===== src/rtl/calc_cmd_initiator_if.sv =====
// Bus bundle for calc_cmd_initiator: command intake, calculator drive and response return.
// master = the initiator block, slave = its environment (command source, calculator, consumer).
interface calc_cmd_initiator_if #(
  parameter int unsigned TAG_W = 4
);
  logic             cmd_valid;
  logic             cmd_ready;
  logic [63:0]      cmd_a;
  logic [63:0]      cmd_b;
  logic [3:0]       cmd_mode;
  logic [TAG_W-1:0] cmd_tag;

  logic [63:0]      calc_a;
  logic [63:0]      calc_b;
  logic [3:0]       calc_mode;
  logic [63:0]      calc_result;

  logic             rsp_valid;
  logic             rsp_ready;
  logic [63:0]      rsp_result;
  logic [TAG_W-1:0] rsp_tag;
  logic             rsp_err;

  modport master (
    input  cmd_valid, cmd_a, cmd_b, cmd_mode, cmd_tag, calc_result, rsp_ready,
    output cmd_ready, calc_a, calc_b, calc_mode, rsp_valid, rsp_result, rsp_tag, rsp_err
  );

  modport slave (
    output cmd_valid, cmd_a, cmd_b, cmd_mode, cmd_tag, calc_result, rsp_ready,
    input  cmd_ready, calc_a, calc_b, calc_mode, rsp_valid, rsp_result, rsp_tag, rsp_err
  );
endinterface


===== src/rtl/calc_cmd_initiator.sv =====
// Calculator front end: FIFO-buffered tagged commands, fixed settle time, in-order responses.
// Optional CALC_DIV0_CHECK_EN flags mode=3 with b==0 as an error.
module calc_cmd_initiator #(
  parameter int unsigned DEPTH         = 4,
  parameter int unsigned SETTLE_CYCLES = 1,
  parameter int unsigned TAG_W         = 4
) (
  input  logic                 clk,
  input  logic                 rst_n,
  calc_cmd_initiator_if.master bus,
  output logic                 busy
);

  localparam int unsigned AW = $clog2(DEPTH);
  localparam int unsigned CW = $clog2(SETTLE_CYCLES + 1);

  typedef enum logic [1:0] {StIdle, StIssue, StResp} state_e;

  state_e state_q, state_d;

  logic [63:0]      mem_a    [DEPTH];
  logic [63:0]      mem_b    [DEPTH];
  logic [3:0]       mem_mode [DEPTH];
  logic [TAG_W-1:0] mem_tag  [DEPTH];

  logic [AW:0]      wr_ptr_q, rd_ptr_q;
  logic [CW-1:0]    cnt_q;
  logic [63:0]      calc_a_q, calc_b_q;
  logic [3:0]       calc_mode_q;
  logic [TAG_W-1:0] tag_q;
  logic             err_q;
  logic             rsp_valid_q, rsp_err_q;
  logic [63:0]      rsp_result_q;
  logic [TAG_W-1:0] rsp_tag_q;

  logic             fifo_empty, fifo_full, push, pop, sample, rsp_done;
  logic [63:0]      head_a, head_b;
  logic [3:0]       head_mode;
  logic [TAG_W-1:0] head_tag;
  logic             head_err;

  // Extra pointer MSB distinguishes full from empty when the index bits match.
  assign fifo_empty = (wr_ptr_q == rd_ptr_q);
  assign fifo_full  = (wr_ptr_q[AW] != rd_ptr_q[AW]) &&
                      (wr_ptr_q[AW-1:0] == rd_ptr_q[AW-1:0]);
  assign push       = bus.cmd_valid && !fifo_full;

  assign head_a    = mem_a[rd_ptr_q[AW-1:0]];
  assign head_b    = mem_b[rd_ptr_q[AW-1:0]];
  assign head_mode = mem_mode[rd_ptr_q[AW-1:0]];
  assign head_tag  = mem_tag[rd_ptr_q[AW-1:0]];

  always_comb begin
    head_err = (head_mode[3:2] != 2'b00);
`ifdef CALC_DIV0_CHECK_EN
    if (head_mode == 4'd3 && head_b == 64'd0) head_err = 1'b1;
`endif
  end

  always_ff @(posedge clk) begin
    if (!rst_n) state_q <= StIdle;
    else        state_q <= state_d;
  end

  always_comb begin
    state_d = state_q;
    unique case (state_q)
      StIdle:  if (!fifo_empty) state_d = StIssue;
      StIssue: if (cnt_q == CW'(1)) state_d = StResp;
      StResp:  if (bus.rsp_ready) state_d = fifo_empty ? StIdle : StIssue;
      default: state_d = StIdle;
    endcase
  end

  always_comb begin
    pop      = 1'b0;
    sample   = 1'b0;
    rsp_done = 1'b0;
    unique case (state_q)
      StIdle:  pop = !fifo_empty;
      StIssue: sample = (cnt_q == CW'(1));
      StResp: begin
        rsp_done = bus.rsp_ready;
        pop      = bus.rsp_ready && !fifo_empty;
      end
      default: ;
    endcase
  end

  always_ff @(posedge clk) begin
    if (push) begin
      mem_a[wr_ptr_q[AW-1:0]]    <= bus.cmd_a;
      mem_b[wr_ptr_q[AW-1:0]]    <= bus.cmd_b;
      mem_mode[wr_ptr_q[AW-1:0]] <= bus.cmd_mode;
      mem_tag[wr_ptr_q[AW-1:0]]  <= bus.cmd_tag;
    end
  end

  always_ff @(posedge clk) begin
    if (!rst_n) begin
      wr_ptr_q     <= '0;
      rd_ptr_q     <= '0;
      cnt_q        <= '0;
      calc_a_q     <= '0;
      calc_b_q     <= '0;
      calc_mode_q  <= '0;
      tag_q        <= '0;
      err_q        <= 1'b0;
      rsp_valid_q  <= 1'b0;
      rsp_result_q <= '0;
      rsp_tag_q    <= '0;
      rsp_err_q    <= 1'b0;
    end else begin
      if (push) wr_ptr_q <= wr_ptr_q + 1'b1;
      if (pop) begin
        rd_ptr_q    <= rd_ptr_q + 1'b1;
        calc_a_q    <= head_a;
        calc_b_q    <= head_b;
        calc_mode_q <= head_mode;
        tag_q       <= head_tag;
        err_q       <= head_err;
        cnt_q       <= CW'(SETTLE_CYCLES);
      end else if (state_q == StIssue) begin
        cnt_q <= cnt_q - 1'b1;
      end
      if (sample) begin
        rsp_valid_q  <= 1'b1;
        rsp_result_q <= err_q ? 64'd0 : bus.calc_result;
        rsp_tag_q    <= tag_q;
        rsp_err_q    <= err_q;
      end else if (rsp_done) begin
        rsp_valid_q <= 1'b0;
      end
    end
  end

  assign bus.cmd_ready  = !fifo_full;
  assign bus.calc_a     = calc_a_q;
  assign bus.calc_b     = calc_b_q;
  assign bus.calc_mode  = calc_mode_q;
  assign bus.rsp_valid  = rsp_valid_q;
  assign bus.rsp_result = rsp_result_q;
  assign bus.rsp_tag    = rsp_tag_q;
  assign bus.rsp_err    = rsp_err_q;
  assign busy           = !fifo_empty || (state_q != StIdle);

endmodule


===== src/flat_wrapper.sv =====
// flat-port wrapper written by rule: the top's interface ports become plain ports
module calc_cmd_initiator_flat 
#(
  parameter int unsigned DEPTH         = 4,
  parameter int unsigned SETTLE_CYCLES = 1,
  parameter int unsigned TAG_W         = 4
)
  (clk, rst_n, busy, bus_cmd_valid, bus_cmd_a, bus_cmd_b, bus_cmd_mode, bus_cmd_tag, bus_calc_result, bus_rsp_ready, bus_cmd_ready, bus_calc_a, bus_calc_b, bus_calc_mode, bus_rsp_valid, bus_rsp_result, bus_rsp_tag, bus_rsp_err);
  calc_cmd_initiator_if #(.TAG_W(TAG_W)) bus_i ();
  input  logic clk;
  input  logic rst_n;
  output logic busy;
  input wire logic [$bits(bus_i.cmd_valid)-1:0] bus_cmd_valid;
  input wire logic [$bits(bus_i.cmd_a)-1:0] bus_cmd_a;
  input wire logic [$bits(bus_i.cmd_b)-1:0] bus_cmd_b;
  input wire logic [$bits(bus_i.cmd_mode)-1:0] bus_cmd_mode;
  input wire logic [$bits(bus_i.cmd_tag)-1:0] bus_cmd_tag;
  input wire logic [$bits(bus_i.calc_result)-1:0] bus_calc_result;
  input wire logic [$bits(bus_i.rsp_ready)-1:0] bus_rsp_ready;
  output wire logic [$bits(bus_i.cmd_ready)-1:0] bus_cmd_ready;
  output wire logic [$bits(bus_i.calc_a)-1:0] bus_calc_a;
  output wire logic [$bits(bus_i.calc_b)-1:0] bus_calc_b;
  output wire logic [$bits(bus_i.calc_mode)-1:0] bus_calc_mode;
  output wire logic [$bits(bus_i.rsp_valid)-1:0] bus_rsp_valid;
  output wire logic [$bits(bus_i.rsp_result)-1:0] bus_rsp_result;
  output wire logic [$bits(bus_i.rsp_tag)-1:0] bus_rsp_tag;
  output wire logic [$bits(bus_i.rsp_err)-1:0] bus_rsp_err;
  assign bus_i.cmd_valid = bus_cmd_valid;
  assign bus_i.cmd_a = bus_cmd_a;
  assign bus_i.cmd_b = bus_cmd_b;
  assign bus_i.cmd_mode = bus_cmd_mode;
  assign bus_i.cmd_tag = bus_cmd_tag;
  assign bus_i.calc_result = bus_calc_result;
  assign bus_i.rsp_ready = bus_rsp_ready;
  assign bus_cmd_ready = bus_i.cmd_ready;
  assign bus_calc_a = bus_i.calc_a;
  assign bus_calc_b = bus_i.calc_b;
  assign bus_calc_mode = bus_i.calc_mode;
  assign bus_rsp_valid = bus_i.rsp_valid;
  assign bus_rsp_result = bus_i.rsp_result;
  assign bus_rsp_tag = bus_i.rsp_tag;
  assign bus_rsp_err = bus_i.rsp_err;
  calc_cmd_initiator #(.DEPTH(DEPTH), .SETTLE_CYCLES(SETTLE_CYCLES), .TAG_W(TAG_W)) u_core (.clk(clk), .rst_n(rst_n), .bus(bus_i), .busy(busy));
endmodule

===== config.mk =====
export PLATFORM = sky130hd
export DESIGN_NAME = calc_cmd_initiator_flat
export DESIGN_NICKNAME = d
export VERILOG_FILES = /design/src/rtl/calc_cmd_initiator_if.sv /design/src/rtl/calc_cmd_initiator.sv /design/src/flat_wrapper.sv
export SDC_FILE = /design/constraint.sdc
export NUM_CORES = 1
export LEC_CHECK = 0
export CORE_MARGIN = 2
export CORE_UTILIZATION = 40
export DETAILED_ROUTE_END_ITERATION = 7
export GPL_TIMING_DRIVEN = 1
export PLACE_DENSITY = 0.68
export SLEW_MARGIN = 20
export SYNTH_ARGS = -nofsm -noshare
export SYNTH_HDL_FRONTEND = slang
export SYNTH_SLANG_ARGS = --single-unit

===== constraint.sdc =====
create_clock -name clk -period 14 [get_ports clk]
set_input_delay 2.8 -clock clk [delete_from_list [all_inputs] [get_ports clk]]
set_output_delay 2.8 -clock clk [all_outputs]
set_load 0.03 [all_outputs]

==> impl_metrics.tcl <==
set metrics [dict create \
    cp_top_family "flip-flops" \
    ant_nets 0 \
    placed_cells 2881 \
    rsz0062_at_grt "no" \
    p_per_area_nw_per_um2 196 \
    fin_crit_ns 5.54 \
    rrSetupSlack_ns 10.64 \
    core_area_um2 68200 \
    finalClockSkew_ns 0.0274 \
    place_hpwl_um 37700 \
    cp_max_fo 28 \
    cts.sinks 762 \
    p_leak_nw 11.3 \
    r2r_end "u_core.mem_b[1][33]$_DFFE_PP_" \
    clockRootBuffer "clkbuf_16" \
    required_ns 11.20 \
    async_flop_share_pct 0 \
    wire_per_inst_um 20.9 \
    ys_top_cells_by_area "edfxtp_1 60%, dfxtp_1 16%, mux4_2 11%" \
    crit_path_start_kind "flop" \
    status "finished clean" \
    ctsResizeCount 0 \
    multi_input_area_um2 6260 \
    pre_cts_slack_ns 8.54 \
    via_per_inst 5.12 \
    worst_slack_ns 8.46 \
    crit_buf_inv 1 \
    crit_slowest_cell "dfxtp_4" \
    grt_antenna_before_repair 9 \
    yosys_register_bits 762 \
    syn_avg_cell_area_um2 16.4 \
    fmax_mhz 180 \
    grt_pass1_wl_um 95200 \
    syn_nets 1887 \
    setup_tns_ns 0 \
    setup_viol 0 \
    final_util_pct 51.3 \
    synth_common_cells "544 x edfxtp_1, 350 x nand2_1, 218 x dfxtp_1" \
    cts_hold_buf 0 \
    postCtsSetupRepairBufs 0 \
    max-vdd-ir-drop_v 0.000160 \
    via_count 15500 \
    drc 0 \
    drt_iter0_markers 924 \
    synth_ff_type "edfxtp_1" \
    hold_depth 2 \
    clk_pin_slew_ns 0.06 \
    wl_um 63400 \
    drive_above_1_share_pct 13.4 \
    routed-wl-met3_um 4130 \
    slowest_delay_ns 0.74 \
    grtUsageTotal_pct 17.8 \
    ioPinCount 408 \
    hold_class "reg2reg" \
    synth_seq_area_share_pct 75.4 \
    route.met2.wl_um 30800 \
    synth_warnings 0 \
    area_growth_pct 27.6 \
    cts.path.max_buffers 3 \
    yosysTopAreaCellShare_pct 59.5 \
    h-tree-depth 3 \
    drv_slew 0 \
    grt_max_degree 138 \
    hold_viol 0 \
    overflow 0 \
    reg2reg_depth 4 \
    insertion_delay_ns 0.61 \
    critPathCapture "busy" \
    die_h_um 266 \
    synth_most_common_cell "edfxtp_1" \
    num-nets-final 2290 \
    first_global_vias 16100 \
    firstDrtPassIters 5 \
    die_x_um 266 \
    worstSetupPathType "reg2out" \
    regArea_um2 20700 \
    slew_headroom_pct 28.0 \
    start_util_pct 40.2 \
    cp_cell_sequence "xor2_1 > nor2_1 > nand3_1 > clkdlybuf4s50_1" \
    endpoint_kind "output port" \
    fin_crit_sh_pct 39.6 \
    path_depth 4 \
    cts_buffers 79 \
    final-instance-count-excl-fill 3030 \
    cap_violations 0 \
    crit_start "u_core.rd_ptr_q[0]$_SDFFE_PN0P_" \
    port_buffers 407 \
    gp_congestion 0.817 \
    regToRegStartpoint "u_core.rd_ptr_q[0]$_SDFFE_PN0P_" \
    yosys.area.top_type "edfxtp_1" \
    dr.max_layer_used "met5" \
    tightest_slew_ns 1.08 \
    cts_tree "built" \
    syn_inst 1678 \
    synth_enable_flop_cells 544 \
    synth_area_um2 27500 \
    synth_cell_type_count 29 \
    crit_arrival_ns 2.74 \
    rows 96 \
    die_area_um2 70700 \
    fillers 5489 \
    wl_met1_um 26600 \
]
[metrics by stage]
| stage | cell area, um^2 | total power [mW] | hold WS, ns |
|---|---|---|---|
| 6_report | 35000 | 6.88 | 0.453 |
| 5_1_grt | 35000 | 7.20 | 0.466 |
| 4_1_cts | 35000 | 6.98 | 0.454 |
| 3_5_place_dp | 32300 | 4.84 | 0.446 |
| 3_3_place_gp | 32300 | 4.81 | 0.439 |
| 2_1_floorplan | 27500 | 4.11 | 0.432 |
[power by group]
group          switching, mW  total, mW  leakage [nW]  internal [mW]
clock network          0.835       2.11          1.31           1.28
registers              0.178       2.88          6.78           2.70
logic                   1.12       1.88          3.24          0.761
total                   2.14       6.88          11.3           4.74
[worst min path at each step]
stage,slack [ns],startpoint,end
after global placement,0.44,u_core.bus.rsp_result[61]$_SDFFE_PN0P_,u_core.bus.rsp_result[61]$_SDFFE_PN0P_
after floorplan,0.43,u_core.tag_q[0]$_SDFFE_PN0P_,u_core.bus.rsp_tag[0]$_SDFFE_PN0P_
after global routing,0.47,u_core.bus.rsp_result[59]$_SDFFE_PN0P_,u_core.bus.rsp_result[59]$_SDFFE_PN0P_
final,0.45,u_core.bus.calc_a[28]$_SDFFE_PN0P_,u_core.bus.calc_a[28]$_SDFFE_PN0P_
after CTS,0.45,u_core.bus.calc_a[28]$_SDFFE_PN0P_,u_core.bus.calc_a[28]$_SDFFE_PN0P_
after detailed placement,0.45,u_core.bus.calc_a[28]$_SDFFE_PN0P_,u_core.bus.calc_a[28]$_SDFFE_PN0P_
[flip-flops by register name, summed over array words and instances (netlist names), 2 cells and up, named ones only]
| name | flops |
|---|---|
| u_core.bus.rsp_result | 64 |
| u_core.tag_q | 4 |
| u_core.mem_b | 256 |
| u_core.state_q | 2 |
| u_core.mem_mode | 16 |
| u_core.mem_tag | 16 |
| u_core.bus.rsp_tag | 4 |
| u_core.mem_a | 256 |
| u_core.bus.calc_b | 64 |
| u_core.bus.calc_a | 64 |
| u_core.bus.calc_mode | 4 |
| u_core.wr_ptr_q | 3 |
| u_core.rd_ptr_q | 3 |
[metal layers]
metal	track usage [%]	vias up
met5	0	-
met4	6.50	12
met3	4.15	116
met2	29.8	480
met1	22.6	7808
li1	-	7109
[cell type report]
cell class | count | area share [%]
Inverter | 6 | 0.0857
Timing Repair Buffer | 428 | 12.1
Sequential cell | 762 | 59.1
Clock inverter | 30 | 1.01
Antenna cell | 3 | 0.0214
Multi-Input combinational cell | 804 | 17.9
Clock buffer | 115 | 6.59
Tap cell | 882 | 3.15
[tightest hold or removal path, delay by kind of cell (launching register included)]
family | cells | cell delay, ns
AOI/OAI and AO/OA | 1 | 0.05
DFF | 1 | 0.31
and+or+nand+nor | 1 | 0.05
[placed cells by master, fill, tap and decap left out, types with 2 or more instances in the layout]
| cell type | n |
|---|---|
| edfxtp_1 | 544 |
| clkdlybuf4s50_1 | 407 |
| nand2_1 | 349 |
| dfxtp_1 | 216 |
| a21oi_1 | 211 |
| mux4_2 | 136 |
| clkbuf_16 | 84 |
| nand3b_1 | 65 |
| clkbuf_1 | 22 |
| buf_4 | 18 |
| clkinv_2 | 11 |
| clkbuf_8 | 9 |
| nor2_1 | 7 |
| bufinv_16 | 7 |
| clkinv_1 | 6 |
| inv_1 | 5 |
| ha_1 | 5 |
| o21ai_0 | 4 |
| and2_4 | 4 |
| diode_2 | 3 |
| xnor2_1 | 3 |
| xor2_1 | 3 |
| inv_6 | 3 |
| nand3_1 | 2 |
| nand2b_1 | 2 |
| a31oi_1 | 2 |
| clkinv_8 | 2 |
| buf_6 | 2 |
| dfxtp_4 | 2 |
[kinds of logic after synthesis]
logic type / share of synthesized area (%)
adder cells (fa/ha/maj): 0.228
buffers and inverters: 1.88
AND/OR/NAND/NOR: 6.94
AO/OA/AOI/OAI: 4.19
XOR/XNOR: 0.191
flip-flops: 75.4
multiplexers: 11.2
Note: power is estimated with default switching activity, not from simulation.
